## config.mk

```make
export PLATFORM = sky130hd
export DESIGN_NAME = alu_share_arbiter
export DESIGN_NICKNAME = d
export VERILOG_FILES = /design/src/rtl/alu_pkg.sv /design/src/rtl/alu_share_arbiter_alu.sv /design/src/rtl/alu_share_arbiter.sv
export SDC_FILE = /design/constraint.sdc
export NUM_CORES = 1
export LEC_CHECK = 0
export CORE_MARGIN = 3
export CORE_UTILIZATION = 25
export CTS_CLUSTER_DIAMETER = 200
export DETAILED_ROUTE_END_ITERATION = 7
export DONT_BUFFER_PORTS = 1
export HOLD_SLACK_MARGIN = 0.03
export PLACE_DENSITY = 0.46
export SLEW_MARGIN = 30
export SYNTH_ARGS = -nofsm -noshare
export SYNTH_HDL_FRONTEND = slang
export SYNTH_SLANG_ARGS = --single-unit
```

## constraint.sdc

```tcl
create_clock -name clk -period 6.55 [get_ports clk]
set_input_delay 1.6375 -clock clk [delete_from_list [all_inputs] [get_ports clk]]
set_output_delay 1.6375 -clock clk [all_outputs]
set_load 0.03 [all_outputs]
```

## src/rtl/alu_pkg.sv

```systemverilog
// Shared ALU op-select encodings and requester ids for the ALU share arbiter.
package alu_pkg;

  localparam logic [3:0] ALU_AND = 4'b0000;
  localparam logic [3:0] ALU_OR  = 4'b0001;
  localparam logic [3:0] ALU_ADD = 4'b0010;
  localparam logic [3:0] ALU_SUB = 4'b0011;
  localparam logic [3:0] ALU_SLT = 4'b0100;
  localparam logic [3:0] ALU_SLL = 4'b0101;
  localparam logic [3:0] ALU_SRL = 4'b0110;
  localparam logic [3:0] ALU_SRA = 4'b0111;
  localparam logic [3:0] ALU_XOR = 4'b1110;
  localparam logic [3:0] ALU_NOP = 4'b1111;

  localparam logic REQ_0 = 1'b0;
  localparam logic REQ_1 = 1'b1;
  localparam int   NUM_REQ = 2;

endpackage

```

## src/rtl/alu_share_arbiter_alu.sv

```systemverilog
// Combinational 32-bit ALU; undefined op codes and NOP produce zero.
module alu_share_arbiter_alu
  import alu_pkg::*;
(
  input  logic [3:0]  sel,
  input  logic [31:0] data_1,
  input  logic [31:0] data_2,
  input  logic [4:0]  shamt,
  output logic [31:0] result
);

  always_comb begin
    result = '0;
    case (sel)
      ALU_AND: result = data_1 & data_2;
      ALU_OR:  result = data_1 | data_2;
      ALU_ADD: result = data_1 + data_2;
      ALU_SUB: result = data_1 - data_2;
      ALU_SLT: result = {31'b0, data_1 < data_2};
      ALU_SLL: result = data_2 << shamt;
      ALU_SRL: result = data_2 >> shamt;
      ALU_SRA: result = $signed(data_2) >>> shamt;
      ALU_XOR: result = data_1 ^ data_2;
      default: result = '0;
    endcase
  end

endmodule

```

## src/rtl/alu_share_arbiter.sv

```systemverilog
// Round-robin sharing of one ALU between two requesters, each with a
// one-entry registered response slot that can drain and refill in one cycle.
module alu_share_arbiter
  import alu_pkg::*;
#(
  parameter logic RR_INIT = 1'b0,
  parameter int   CNT_W   = 16
) (
  input  logic             clk,
  input  logic             rst,
  input  logic             req0_valid,
  output logic             req0_ready,
  input  logic [3:0]       req0_sel,
  input  logic [31:0]      req0_data_1,
  input  logic [31:0]      req0_data_2,
  input  logic [4:0]       req0_shamt,
  input  logic             req1_valid,
  output logic             req1_ready,
  input  logic [3:0]       req1_sel,
  input  logic [31:0]      req1_data_1,
  input  logic [31:0]      req1_data_2,
  input  logic [4:0]       req1_shamt,
  output logic             rsp0_valid,
  input  logic             rsp0_ready,
  output logic [31:0]      rsp0_data,
  output logic             rsp1_valid,
  input  logic             rsp1_ready,
  output logic [31:0]      rsp1_data,
  output logic             last_grant,
  output logic [CNT_W-1:0] op_count
);

  logic [NUM_REQ-1:0] req_valid, rsp_ready, slot_free, elig, accept;
  logic [NUM_REQ-1:0] rsp_valid_reg;
  logic [31:0]        rsp_data_reg [NUM_REQ];
  logic [3:0]         req_sel      [NUM_REQ];
  logic [31:0]        req_data_1   [NUM_REQ];
  logic [31:0]        req_data_2   [NUM_REQ];
  logic [4:0]         req_shamt    [NUM_REQ];

  logic               grant_valid, grant_id;
  logic               prio_reg, last_grant_reg;
  logic [CNT_W-1:0]   op_count_reg;
  logic [31:0]        alu_out;

  assign req_valid = {req1_valid, req0_valid};
  assign rsp_ready = {rsp1_ready, rsp0_ready};
  assign req_sel    = '{req0_sel, req1_sel};
  assign req_data_1 = '{req0_data_1, req1_data_1};
  assign req_data_2 = '{req0_data_2, req1_data_2};
  assign req_shamt  = '{req0_shamt, req1_shamt};

  // Pointer only breaks ties; a lone eligible requester always wins.
  always_comb begin
    grant_valid = |elig;
    grant_id    = prio_reg;
    if (elig == 2'b01)
      grant_id = REQ_0;
    else if (elig == 2'b10)
      grant_id = REQ_1;
  end

  alu_share_arbiter_alu u_alu (
    .sel    (req_sel[grant_id]),
    .data_1 (req_data_1[grant_id]),
    .data_2 (req_data_2[grant_id]),
    .shamt  (req_shamt[grant_id]),
    .result (alu_out)
  );

  generate
    for (genvar gi = 0; gi < NUM_REQ; gi++) begin : g_slot
      assign slot_free[gi] = ~rsp_valid_reg[gi] | rsp_ready[gi];
      assign elig[gi]      = req_valid[gi] & slot_free[gi];
      assign accept[gi]    = grant_valid & (grant_id == 1'(gi));

      always_ff @(posedge clk) begin
        if (rst) begin
          rsp_valid_reg[gi] <= 1'b0;
          rsp_data_reg[gi]  <= '0;
        end else if (accept[gi]) begin
          rsp_valid_reg[gi] <= 1'b1;
          rsp_data_reg[gi]  <= alu_out;
        end else if (rsp_ready[gi]) begin
          rsp_valid_reg[gi] <= 1'b0;
        end
      end
    end
  endgenerate

  always_ff @(posedge clk) begin
    if (rst) begin
      prio_reg       <= RR_INIT;
      last_grant_reg <= 1'b0;
      op_count_reg   <= '0;
    end else if (grant_valid) begin
      prio_reg       <= ~grant_id;
      last_grant_reg <= grant_id;
      if (op_count_reg != '1)
        op_count_reg <= op_count_reg + CNT_W'(1);
    end
  end

  assign req0_ready = accept[0];
  assign req1_ready = accept[1];
  assign rsp0_valid = rsp_valid_reg[0];
  assign rsp1_valid = rsp_valid_reg[1];
  assign rsp0_data  = rsp_data_reg[0];
  assign rsp1_data  = rsp_data_reg[1];
  assign last_grant = last_grant_reg;
  assign op_count   = op_count_reg;

endmodule

```

* Yosys cells after proc, flatten, opt, wreduce, memory -nomap -nowiden
Memories as Yosys holds them, arrays and structs flattened. Index checks and enable logic that the tools add are counted.
Word-level totals: flip-flop bits (word level) 20, memory bits (writable) 64, bits of input ports 152, output and inout bits 85, logic and storage cells 74, memories 1
Cells by class: add/sub/neg operators 3, $lt $le $gt $ge 2, eq/ne operators 11, shift operators 3, multiplexer cells 29, bitwise gates (word level) 15, reductions and logical operators 5
Memories:
- rsp_data_reg | depth 2, width 32, rd ports 2, clocked after Yosys merged registers in 0, wr ports 2, line alu_share_arbiter.sv:35 | logic [31:0] rsp_data_reg [NUM_REQ];
Operators with widths (count):
- $pmux 32 s9 | 1
- $mux 32 | 8
- $add 32x32->32 | 1
- $and 32x32->32 | 1
- $lt 32x32->1 | 1
- $or 32x32->32 | 1
- $shl 32x5->32 | 1
- $shr 32x5->32 | 1
- $sshr 32x5->32 | 1
- $sub 32x32->32 | 1
- $xor 32x32->32 | 1
- $add 16x1->16 const B | 1
- $eq 4x3->1 const B | 4
- $ne 16x16->1 const B | 1
- $mux 5 | 3
- $mux 1 | 14
- $mux 4 | 3
- $eq 4x2->1 const B | 2
- $and 1x1->1 | 4
- $eq 4x1->1 const B | 1
- $eq 4x4->1 const B | 1
- $logic_not 4->1 | 1
- $or 1x1->1 | 4
- $reduce_bool 2->1 | 2
- other kinds (7) | 9

* Logic depth before layout (Yosys ltp)
depth in word-level cells 13, mapped depth 21, mapped depth without buffers 18

* By module
From an unflattened synthesis, not the netlist that was laid out.
Second synthesis, totals: cell total of the unflattened synthesis 1670, area, all modules 13198.9 µm²
By module, submodules not included:
- alu_share_arbiter_alu | instances 1, cells each 1326, area each 8837.2 µm², seq. area each 0.0 µm²
- alu_share_arbiter | instances 1, cells each 344, area each 4361.7 µm², seq. area each 2322.2 µm²

* Least setup slack after synthesis
No wires, ideal clock.
path kind input port to flip-flop, from input port rsp1_ready, to memory rsp_data_reg[0][19] (data pin), setup time 0.265 ns, arrival time 6.043 ns, data required time 6.285 ns, path slack 0.242 ns, stages 20, path buffers 5, cell sequence nand2b_1 > nand2_1 > maj3_2 > buf_6 > buf_6 > buf_6 > clkbuf_1 > mux2_2 > ha_1 > clkbuf_1 > a2111oi_0 > o21ai_0 > a311o_1 > o22a_1 > a211oi_1 > o21ai_0 > xnor2_1 > a221o_1 > a211oi_1 > nor2_1
RTL lines:
- from (decl) | line alu_share_arbiter.sv:27 | input logic rsp1_ready,
- to (decl) | line alu_share_arbiter.sv:35

==> results.ini <==
[setup_path]
worst-path-buf-inv=3
crit_start=rsp1_ready
worstPathArrival_ns=6.41
timing.rr.start=rsp1_valid
critPathCaptureType=flip-flop
path_cells=nand2b_1 > nand2_2 > maj3_4 > mux2_2 > ha_1 > a2111oi_0 > buf_4 > o21ai_0 > a311o_1 > a31o_2 > a22oi_1 > o211ai_1 > buf_4 > a2111oi_0 > buf_4 > nor3_1
critPathSlowestCell=a2111oi_0
start_kind=input port
critical-path-top-delay-family=compound AO/OA/AOI/OAI gates
cp_slowest_stage_delay_ns=0.68
rr_worst_depth=16
r2r-end=rsp_data_reg[1][13]
worstSetupPathType=in2reg
path_max_fanout=8
cpMostUsedCell=buf_4
cp.required_ns=6.62
reg2reg_slack_ns=0.95

[synthesis]
async_flop_share=0
synthesis.area_mm2=0.0141
syn_nets=2046
avgSynthCellArea_um2=7.88
synth.distinct_cells=93
synth_edf_count=64
yosysWarnings=0
synth_ff_type=edfxtp_1
syn_inst=1790
ys_ff_latch=84
ys_seq_area_frac=0.165

[placed_design]
place_congestion=1.01
place_ws_ns=-0.135
port_buffers=0
dp_hpwl_um=68100

[timing]
worstMarginPinSlew_ns=1.11
setup_tns_ns=0
fin_crit_ns=6.34
fin_hold_ws_ns=0.537
clock.fmax_mhz=158
slew_headroom=0.249
setup_viol=0
finalCritPeriodShare=0.968
hold_viol=0
fin_ws_ns=0.208
final_max_slew_viol_count=0
fin_skew_ns=0.00579

[clock_network]
cts_sinks=84
clkSlewWorstSetupHoldPaths_ns=0.06
htree_levels=3
cts_tree=built
cts-root-buf=clkbuf_16
cts_buffers=9
hold_buffers=0
cts_buffer_depth=2
clock_latency_ns=0.34

[grt]
antenna_found_initial=3
grt_usage=0.268
grt_pass1_vias=15400
grt_pass1_wl_um=116000
overflow=0
grt_max_degree=48

[route]
post_drt_via_cell_ratio=6.03
drtIter0Drc=1719
drtAntennaViolNets=0
drc=0
routed_wl_um=83800
wl_per_cell_um=31.8
vias=15900
dr.pass1.iters=6

[floorplanning]
die_w_um=244
ios=237
rows=86
core_area_mm2=0.0554
start_util=0.255
die_area_mm2=0.0593
die_y_um=244

[layout]
largest_reg_flops=64
nets=2138
num-fill-cells=6060
area_growth_pct=15.9
drive_above_1_share=0.190

[min_path]
hold_depth=2
hold_class=reg2reg
hp-start=prio_reg
hold_end=last_grant

[outcome]
status=completed

[power]
power_density_mw_per_mm2=229
peakVddDrop_mv=0.271
p_leak_nw=6.59

[run]
drv_cap=0

## report_power, final
group / total [mW] / internal, mW / switching (mW)
clock network: 0.538 / 0.332 / 0.206
registers: 0.742 / 0.629 / 0.113
logic: 2.47 / 0.843 / 1.62
total: 3.75 / 1.80 / 1.94
## Yosys cell counts (10+ instances only)
cell | count | area (um^2)
o221ai_1 | 12 | 105
a22oi_1 | 29 | 218
a221oi_1 | 24 | 210
xnor2_1 | 22 | 193
buf_6 | 13 | 146
nand4_1 | 30 | 188
clkbuf_1 | 55 | 206
inv_1 | 99 | 372
nor2_1 | 168 | 631
a21oi_1 | 134 | 671
ha_1 | 102 | 1280
nor3_1 | 43 | 215
dfxtp_1 | 20 | 400
a2111oi_0 | 14 | 123
o211ai_1 | 32 | 240
a211oi_1 | 29 | 218
o21ai_0 | 94 | 470
o31ai_1 | 14 | 105
nand2_1 | 139 | 522
nand2b_1 | 10 | 62.6
and3_1 | 15 | 93.8
o21bai_1 | 13 | 97.6
mux2_2 | 69 | 777
buf_2 | 41 | 205
edfxtp_1 | 64 | 1920
o22ai_1 | 33 | 206
nor4_1 | 24 | 150
mux2_4 | 11 | 165
or3_1 | 10 | 62.6
nor2b_1 | 20 | 125
a31oi_1 | 18 | 113
mux2i_1 | 137 | 1370
nand3_1 | 38 | 190
a21o_1 | 19 | 143
## cell type report
| class | instances | area (um^2) | area share |
|---|---|---|---|
| Clock inverter | 7 | 91.3 | 0.00559 |
| Timing Repair Buffer | 202 | 1550 | 0.0948 |
| Clock buffer | 9 | 225 | 0.0138 |
| Multi-Input combinational cell | 1485 | 10800 | 0.663 |
| Inverter | 100 | 375 | 0.0230 |
| Sequential cell | 84 | 2320 | 0.142 |
| Antenna cell | 3 | 7.51 | 0.000459 |
| Tap cell | 748 | 936 | 0.0573 |
## stage by stage
step | instances | util | instance area [um^2] | power [mW]
2_1_floorplan | 1790 | - | 14100 | 2.14
3_3_place_gp | 2614 | 0.288 | 15900 | 3.15
3_5_place_dp | 2616 | 0.288 | 16000 | 3.13
4_1_cts | 2632 | 0.294 | 16300 | 3.68
5_1_grt | 2637 | 0.295 | 16300 | 3.90
6_report | 2638 | 0.295 | 16300 | 3.75
## layer usage
metal	global-route usage	vias up	routed length, um
met4	0.137	0	4970
li1	-	6987	-
met2	0.426	967	36900
met3	0.0376	203	6090
met5	0	-	0
met1	0.354	7737	35800
## cell usage in the layout, fill, tap and decap left out, types with 30 or more instances in the layout
cell | synthesis | layout
inv_1 | 99 | 99
o211ai_1 | 32 | 32
nand3_1 | 38 | 38
o21ai_0 | 94 | 94
nand4_1 | 30 | 30
nor3_1 | 43 | 43
nand2_1 | 139 | 138
a21oi_1 | 134 | 134
mux2i_1 | 137 | 136
nor2_1 | 168 | 168
edfxtp_1 | 64 | 64
buf_4 | 7 | 198
mux2_2 | 69 | 69
o22ai_1 | 33 | 33
ha_1 | 102 | 102
## worst reg2reg max path, stage by stage (launching register included)
cell and delay (ns):
dfxtp_1 0.55, nand2b_1 0.16, nand2_2 0.24, maj3_4 0.41, mux2_2 0.50, ha_1 0.42, a2111oi_0 0.42, buf_4 0.20
o21ai_0 0.15, a311o_1 0.47, a31o_2 0.29, a22oi_1 0.20, o211ai_1 0.15, buf_4 0.20, a2111oi_0 0.68, buf_4 0.23
nor3_1 0.04
## timing repair
item	in CTS	in global routing
endpoints found under the setup margin	0	6
gates resized for setup	0	4
endpoints found under the hold margin	0	0
buffers inserted	0	2
## cells by family after synthesis
kind of cell,after synthesis,share of synthesized area
buffers and inverters,222,0.0727
muxes,228,0.180
AOI/OAI and AO/OA,578,0.282
and+or+nand+nor,542,0.187
xor gates and xnor gates,31,0.0193
adders and majority gates,105,0.0941
DFF,84,0.165
## worst max-delay path by stage
| stage | to | cells past startpoint |
|---|---|---|
| final | rsp_data_reg[1][13] | 16 |
| after floorplan | rsp_data_reg[0][19] | 20 |
| after global placement | rsp_data_reg[1][0] | 20 |
| after CTS | rsp_data_reg[1][0] | 20 |
| after global routing | rsp_data_reg[1][0] | 19 |
| after detailed placement | rsp_data_reg[1][0] | 19 |
No activity file was read; power rests on OpenSTA's default activity.
